<file path="src/rtl/esm_random_issue_selector.sv">
// Random issue selector: live candidate list, sequential compaction scan and LFSR draw.
// ESM_CLEAR_ON_GRANT_EN: clear the granted candidate on handshake (sampling without replacement).
module esm_random_issue_selector #(
   parameter int BS = 16,
   parameter int LFSR_W = 16,
   parameter logic [LFSR_W-1:0] SEED = 16'hACE1,
   localparam int IW = $clog2(BS)
) (
   input  logic          clk,
   input  logic          rst_n,
   input  logic          ins_valid,
   input  logic [IW-1:0] ins_index,
   input  logic          sel_req,
   output logic          sel_valid,
   output logic [IW-1:0] sel_index,
   input  logic          sel_ready,
   output logic          busy,
   output logic [IW:0]   count,
   output logic          empty,
   output logic          full
);

   localparam logic [LFSR_W-1:0] SEED_EFF = (SEED == '0) ? LFSR_W'(1) : SEED;

   typedef enum logic [1:0] {IDLE, BUILD, DRAW, PRESENT} state_t;

   state_t        state_reg, state_next;
   logic [BS-1:0] cand_reg;
   logic [BS-1:0] snap_reg, snap_next;
   logic [IW-1:0] ptr_reg, ptr_next;
   logic [IW:0]   mcnt_reg, mcnt_next;
   logic          sel_valid_reg, sel_valid_next;
   logic [IW-1:0] sel_index_reg, sel_index_next;
   logic [IW:0]   count_reg, count_next;
   logic          empty_reg, full_reg;
   logic [LFSR_W-1:0] lfsr_reg;
   logic [IW-1:0] map_mem [BS];
   logic          map_we;
   logic          grant, clr, ins_new, clr_eff;
   logic [IW-1:0] draw_k;

   assign grant   = sel_valid_reg && sel_ready;
   assign ins_new = ins_valid && !cand_reg[ins_index];
`ifdef ESM_CLEAR_ON_GRANT_EN
   assign clr     = grant;
   // A same-index insert on the grant edge keeps the bit, so nothing is removed.
   assign clr_eff = grant && cand_reg[sel_index_reg] && !(ins_valid && ins_index == sel_index_reg);
`else
   assign clr     = 1'b0;
   assign clr_eff = 1'b0;
`endif
   assign count_next = count_reg + (IW+1)'(ins_new) - (IW+1)'(clr_eff);

   genvar gi;
   generate
      for (gi = 0; gi < BS; gi++) begin : g_cand
         always_ff @(posedge clk) begin
            if (!rst_n)
               cand_reg[gi] <= 1'b0;
            else if (ins_valid && ins_index == IW'(gi))
               cand_reg[gi] <= 1'b1;
            else if (clr && sel_index_reg == IW'(gi))
               cand_reg[gi] <= 1'b0;
         end
      end
   endgenerate

   // Fibonacci LFSR, x^16+x^14+x^13+x^11+1
   always_ff @(posedge clk) begin
      if (!rst_n)
         lfsr_reg <= SEED_EFF;
      else
         lfsr_reg <= {lfsr_reg[LFSR_W-2:0],
                      lfsr_reg[15] ^ lfsr_reg[13] ^ lfsr_reg[12] ^ lfsr_reg[10]};
   end

   always_ff @(posedge clk) begin
      if (!rst_n) begin
         count_reg <= '0;
         empty_reg <= 1'b1;
         full_reg  <= 1'b0;
      end else begin
         count_reg <= count_next;
         empty_reg <= (count_next == '0);
         full_reg  <= (count_next == (IW+1)'(BS));
      end
   end

   always_ff @(posedge clk) begin
      if (map_we)
         map_mem[mcnt_reg[IW-1:0]] <= ptr_reg;
   end

   assign draw_k = IW'(lfsr_reg % LFSR_W'(mcnt_reg));

   always_comb begin
      state_next     = state_reg;
      snap_next      = snap_reg;
      ptr_next       = ptr_reg;
      mcnt_next      = mcnt_reg;
      sel_valid_next = sel_valid_reg;
      sel_index_next = sel_index_reg;
      map_we         = 1'b0;
      case (state_reg)
         IDLE: begin
            if (sel_req && count_reg != '0) begin
               snap_next  = cand_reg;
               ptr_next   = '0;
               mcnt_next  = '0;
               state_next = BUILD;
            end
         end
         BUILD: begin
            if (snap_reg[ptr_reg]) begin
               map_we    = 1'b1;
               mcnt_next = mcnt_reg + 1'b1;
            end
            if (ptr_reg == IW'(BS-1))
               state_next = DRAW;
            else
               ptr_next = ptr_reg + 1'b1;
         end
         DRAW: begin
            sel_index_next = map_mem[draw_k];
            sel_valid_next = 1'b1;
            state_next     = PRESENT;
         end
         PRESENT: begin
            if (grant) begin
               sel_valid_next = 1'b0;
               state_next     = IDLE;
            end
         end
         default: state_next = IDLE;
      endcase
   end

   always_ff @(posedge clk) begin
      if (!rst_n) begin
         state_reg     <= IDLE;
         snap_reg      <= '0;
         ptr_reg       <= '0;
         mcnt_reg      <= '0;
         sel_valid_reg <= 1'b0;
         sel_index_reg <= '0;
      end else begin
         state_reg     <= state_next;
         snap_reg      <= snap_next;
         ptr_reg       <= ptr_next;
         mcnt_reg      <= mcnt_next;
         sel_valid_reg <= sel_valid_next;
         sel_index_reg <= sel_index_next;
      end
   end

   assign sel_valid = sel_valid_reg;
   assign sel_index = sel_index_reg;
   assign busy      = (state_reg != IDLE);
   assign count     = count_reg;
   assign empty     = empty_reg;
   assign full      = full_reg;

endmodule

</file>
<file path="config.mk">
export PLATFORM = sky130hd
export DESIGN_NAME = esm_random_issue_selector
export DESIGN_NICKNAME = d
export VERILOG_FILES = /design/src/rtl/esm_random_issue_selector.sv
export SDC_FILE = /design/constraint.sdc
export NUM_CORES = 1
export LEC_CHECK = 0
export BUFFER_PORTS_ARGS = -buffer_cell sky130_fd_sc_hd__buf_2
export CAP_MARGIN = 30
export CELL_PAD_IN_SITES_DETAIL_PLACEMENT = 1
export CELL_PAD_IN_SITES_GLOBAL_PLACEMENT = 1
export CORE_MARGIN = 2
export CORE_UTILIZATION = 50
export CTS_CLUSTER_SIZE = 25
export DETAILED_ROUTE_END_ITERATION = 12
export PLACE_DENSITY = 0.83
export SYNTH_ARGS = -nofsm -noshare
export SYNTH_HDL_FRONTEND = slang
export SYNTH_SLANG_ARGS = --single-unit
export TNS_END_PERCENT = 50
</file>
<file path="constraint.sdc">
create_clock -name clk -period 33.7 [get_ports clk]
set_clock_uncertainty 0.05 [all_clocks]
set_input_delay 6.74 -clock clk [delete_from_list [all_inputs] [get_ports clk]]
set_output_delay 6.74 -clock clk [all_outputs]
set_load 0.02 [all_outputs]
</file>
==> results by group <==
Layout
  – # fillers: 2402
  – Nets: 1269
  – Area growth, synth to finish: 10.78%
  – Most frequent cells in the layout: 143 x nor2_1, 82 x ha_1, 71 x nand2_1
  – Fin cells: 1465
  – Most common cell after layout, fill and taps aside: nor2_1
  – Antenna Cells: 0
  – Register Area: roughly 3300 um2
  – Largest register FFs: 64
  – Share of layout cells above drive strength 1: 16.55%
  – Multi-input logic area: around 7000 um2

Clocking
  – CTS tree: built
  – Clk slew on worst S/H paths: roughly 0.06 ns
  – CTS Buf Count: 17
  – Clk_lat worst skew: 0.44 ns
  – CTS Root Cell: clkbuf_16
  – CTS Buffer Depth: 2
  – H-tree depth: 4
  – Num Clock Sinks: approximately 140

Route
  – WL per Instance: roughly 21 um
  – 1st-iter DRT viols: 530
  – Drt total wl: slightly above 30000 um
  – DRT antenna net count: 0
  – DRT Pass-1 Iters: 5
  – DR vias/cell: roughly 6.3
  – Routed via count: 9255
  – DRC viols: 0

Logic synthesis
  – Synth Instances: roughly 1200
  – Number of synthesized flops with an enable pin: between 60 and 70
  – Synth warn: 0
  – Post-synthesis cell area: 10550 um2
  – Synth Flop Type: dfxtp_1
  – Number of synthesized register bits: roughly 140
  – Count of cell types in the netlist: about 110
  – Syn Nets: 1247
  – Post-synthesis async set-or-reset flop share: 0%
  – Syn Area/Cell: between 9 and 10 um2
  – Post-synthesis sequential area ratio: approximately a third

Global routing
  – Overall routing resource usage: 26.88%
  – Initial antenna violation count: 0
  – Pin count of the biggest net entering global routing: 46
  – GRT overflow: 0
  – First-pass GRT wire length: about 48000 um
  – Vias in the first global route: roughly 9500

Setup path
  – Data required time of the worst path: 34.00 ns
  – Slowest-stage cell, CP: or4b_2
  – CP arrival: 31.98 ns
  – Setup crit start: mcnt_reg[0]
  – CP Class: reg2reg
  – CP dominant cell by count: o21a_1
  – CP peak stage delay: about 0.66 ns
  – CP Capture Type: register
  – Crit-path max FO: 12
  – Crit path launch type: register
  – R2r startpoint: mcnt_reg[0]

Floorplanning
  – Initial Utilization: about half
  – Die area: 22290 um2
  – Std-Cell Rows: 53
  – Chip Width: around 150 um
  – Die H: about 150 um
  – Num ports: 22
  – Core ar.: approximately 21000 um2

Placement
  – Port Buffers: 21
  – Placer Congestion: roughly 0.83
  – Dpl ws: 0.4431 ns
  – Placed Cells: approximately 1400
  – DP Wirelength: approximately 22000 um

Timing
  – Max Transition Viols Final: 0
  – Final WS setup: approximately 2.0 ns
  – Hold Fails Final Rpt: 0
  – Fin crit share: a little over nine tenths
  – Minimum clock period: approximately 32 ns
  – FMAX: 31.56 MHz
  – Slew @ Worst Pin: between 1 and 1.5 ns
  – Max-slew headroom at the worst pin: approximately 30%
  – Final setup fails: 0
  – WHS: about 0.42 ns

Status
  – Status: completed

Worst hold path
  – HP Start: lfsr_reg[6]
  – Worst hold path class: reg2reg

Flow run
  – Max-Cap Viols: 0
==> metal layers <==
metal	vias up	wire (um)	GRT usage, %
met5	-	0	0
met4	0	757	10.57
li1	4394	-	-
met2	197	15380	46.89
met1	4602	13650	33.64
met3	62	939	3.639
==> synthesized netlist by cell type (9+ instances only) <==
master	count	share of area, %
mux4_2	10	2.1
nand4_1	15	0.89
o31ai_1	9	0.64
o211ai_1	19	1.4
xnor2_1	23	1.9
mux2i_1	49	4.6
nand2_1	71	2.5
inv_1	39	1.4
nor3_1	49	2.3
and3_1	10	0.59
o21a_1	35	2.5
dfxtp_1	71	13
nand2b_1	19	1.1
nand3_1	31	1.5
a21o_1	9	0.64
edfxtp_1	64	18
ha_1	82	9.7
a31oi_1	11	0.65
xor2_1	17	1.4
mux2_2	19	2.0
and2_1	15	0.89
nor2_1	145	5.2
a21oi_1	53	2.5
clkbuf_1	28	1.0
o21ai_0	54	2.6
==> cell families after synthesis <==
kind of cell,synth area share (%)
xor gates and xnor gates,3.319
DFF,31.68
AOI/OAI and AO/OA,20.71
adders and majority gates,9.911
and+or+nand+nor,21.64
muxes,9.093
buffers and inverters,3.651
==> cell type report <==
| type | count | share of cell area, % |
|---|---|---|
| clock inverter | 15 | 1.124 |
| multi-input combinational | 938 | 59.88 |
| clock buffer | 17 | 3.639 |
| sequential | 135 | 28.63 |
| inverter | 40 | 1.284 |
| timing repair buffer | 45 | 2.504 |
| tap | 275 | 2.943 |
==> path summary, 6_finish.rpt <==
kind / endpoint / slack, ns / cells after the start
max: sel_index[2] / 2.01 / 141
min: lfsr_reg[7] / 0.42 / 2
max reg2reg: sel_index[2] / 2.01 / 141
min reg2reg: lfsr_reg[7] / 0.42 / 2
==> stage by stage <==
stage | utilization (%) | setup TNS, ns | instance area, um2
global placement | 51.76 | 0 | 10810
global route | 55.97 | -0.5271 | 11690
finish | 55.97 | 0 | 11690
floorplan | - | 0 | 10550
CTS | 54.43 | 0 | 11370
detailed placement | 51.76 | 0 | 10810
==> what timing repair did <==
action / 4_1_cts / 5_1_grt
hold buffers: 0 / 0
gates resized for setup: 0 / 36
setup buffers: 0 / 17
setup endpoints to repair: 0 / 4
==> critical path, delay by kind of cell (launching register included) <==
family / cells / cell delay [ns]
AOI/OAI and AO/OA: 65 / 12.89
adders and majority gates: 16 / 4.65
buffers and inverters: 5 / 0.88
DFF: 1 / 0.42
muxes: 6 / 1.58
and+or+nand+nor: 49 / 11.05
Power is left out: the tool's default activity adds up to more than one toggle a clock period on the data nets, which glitch-free logic cannot reach.
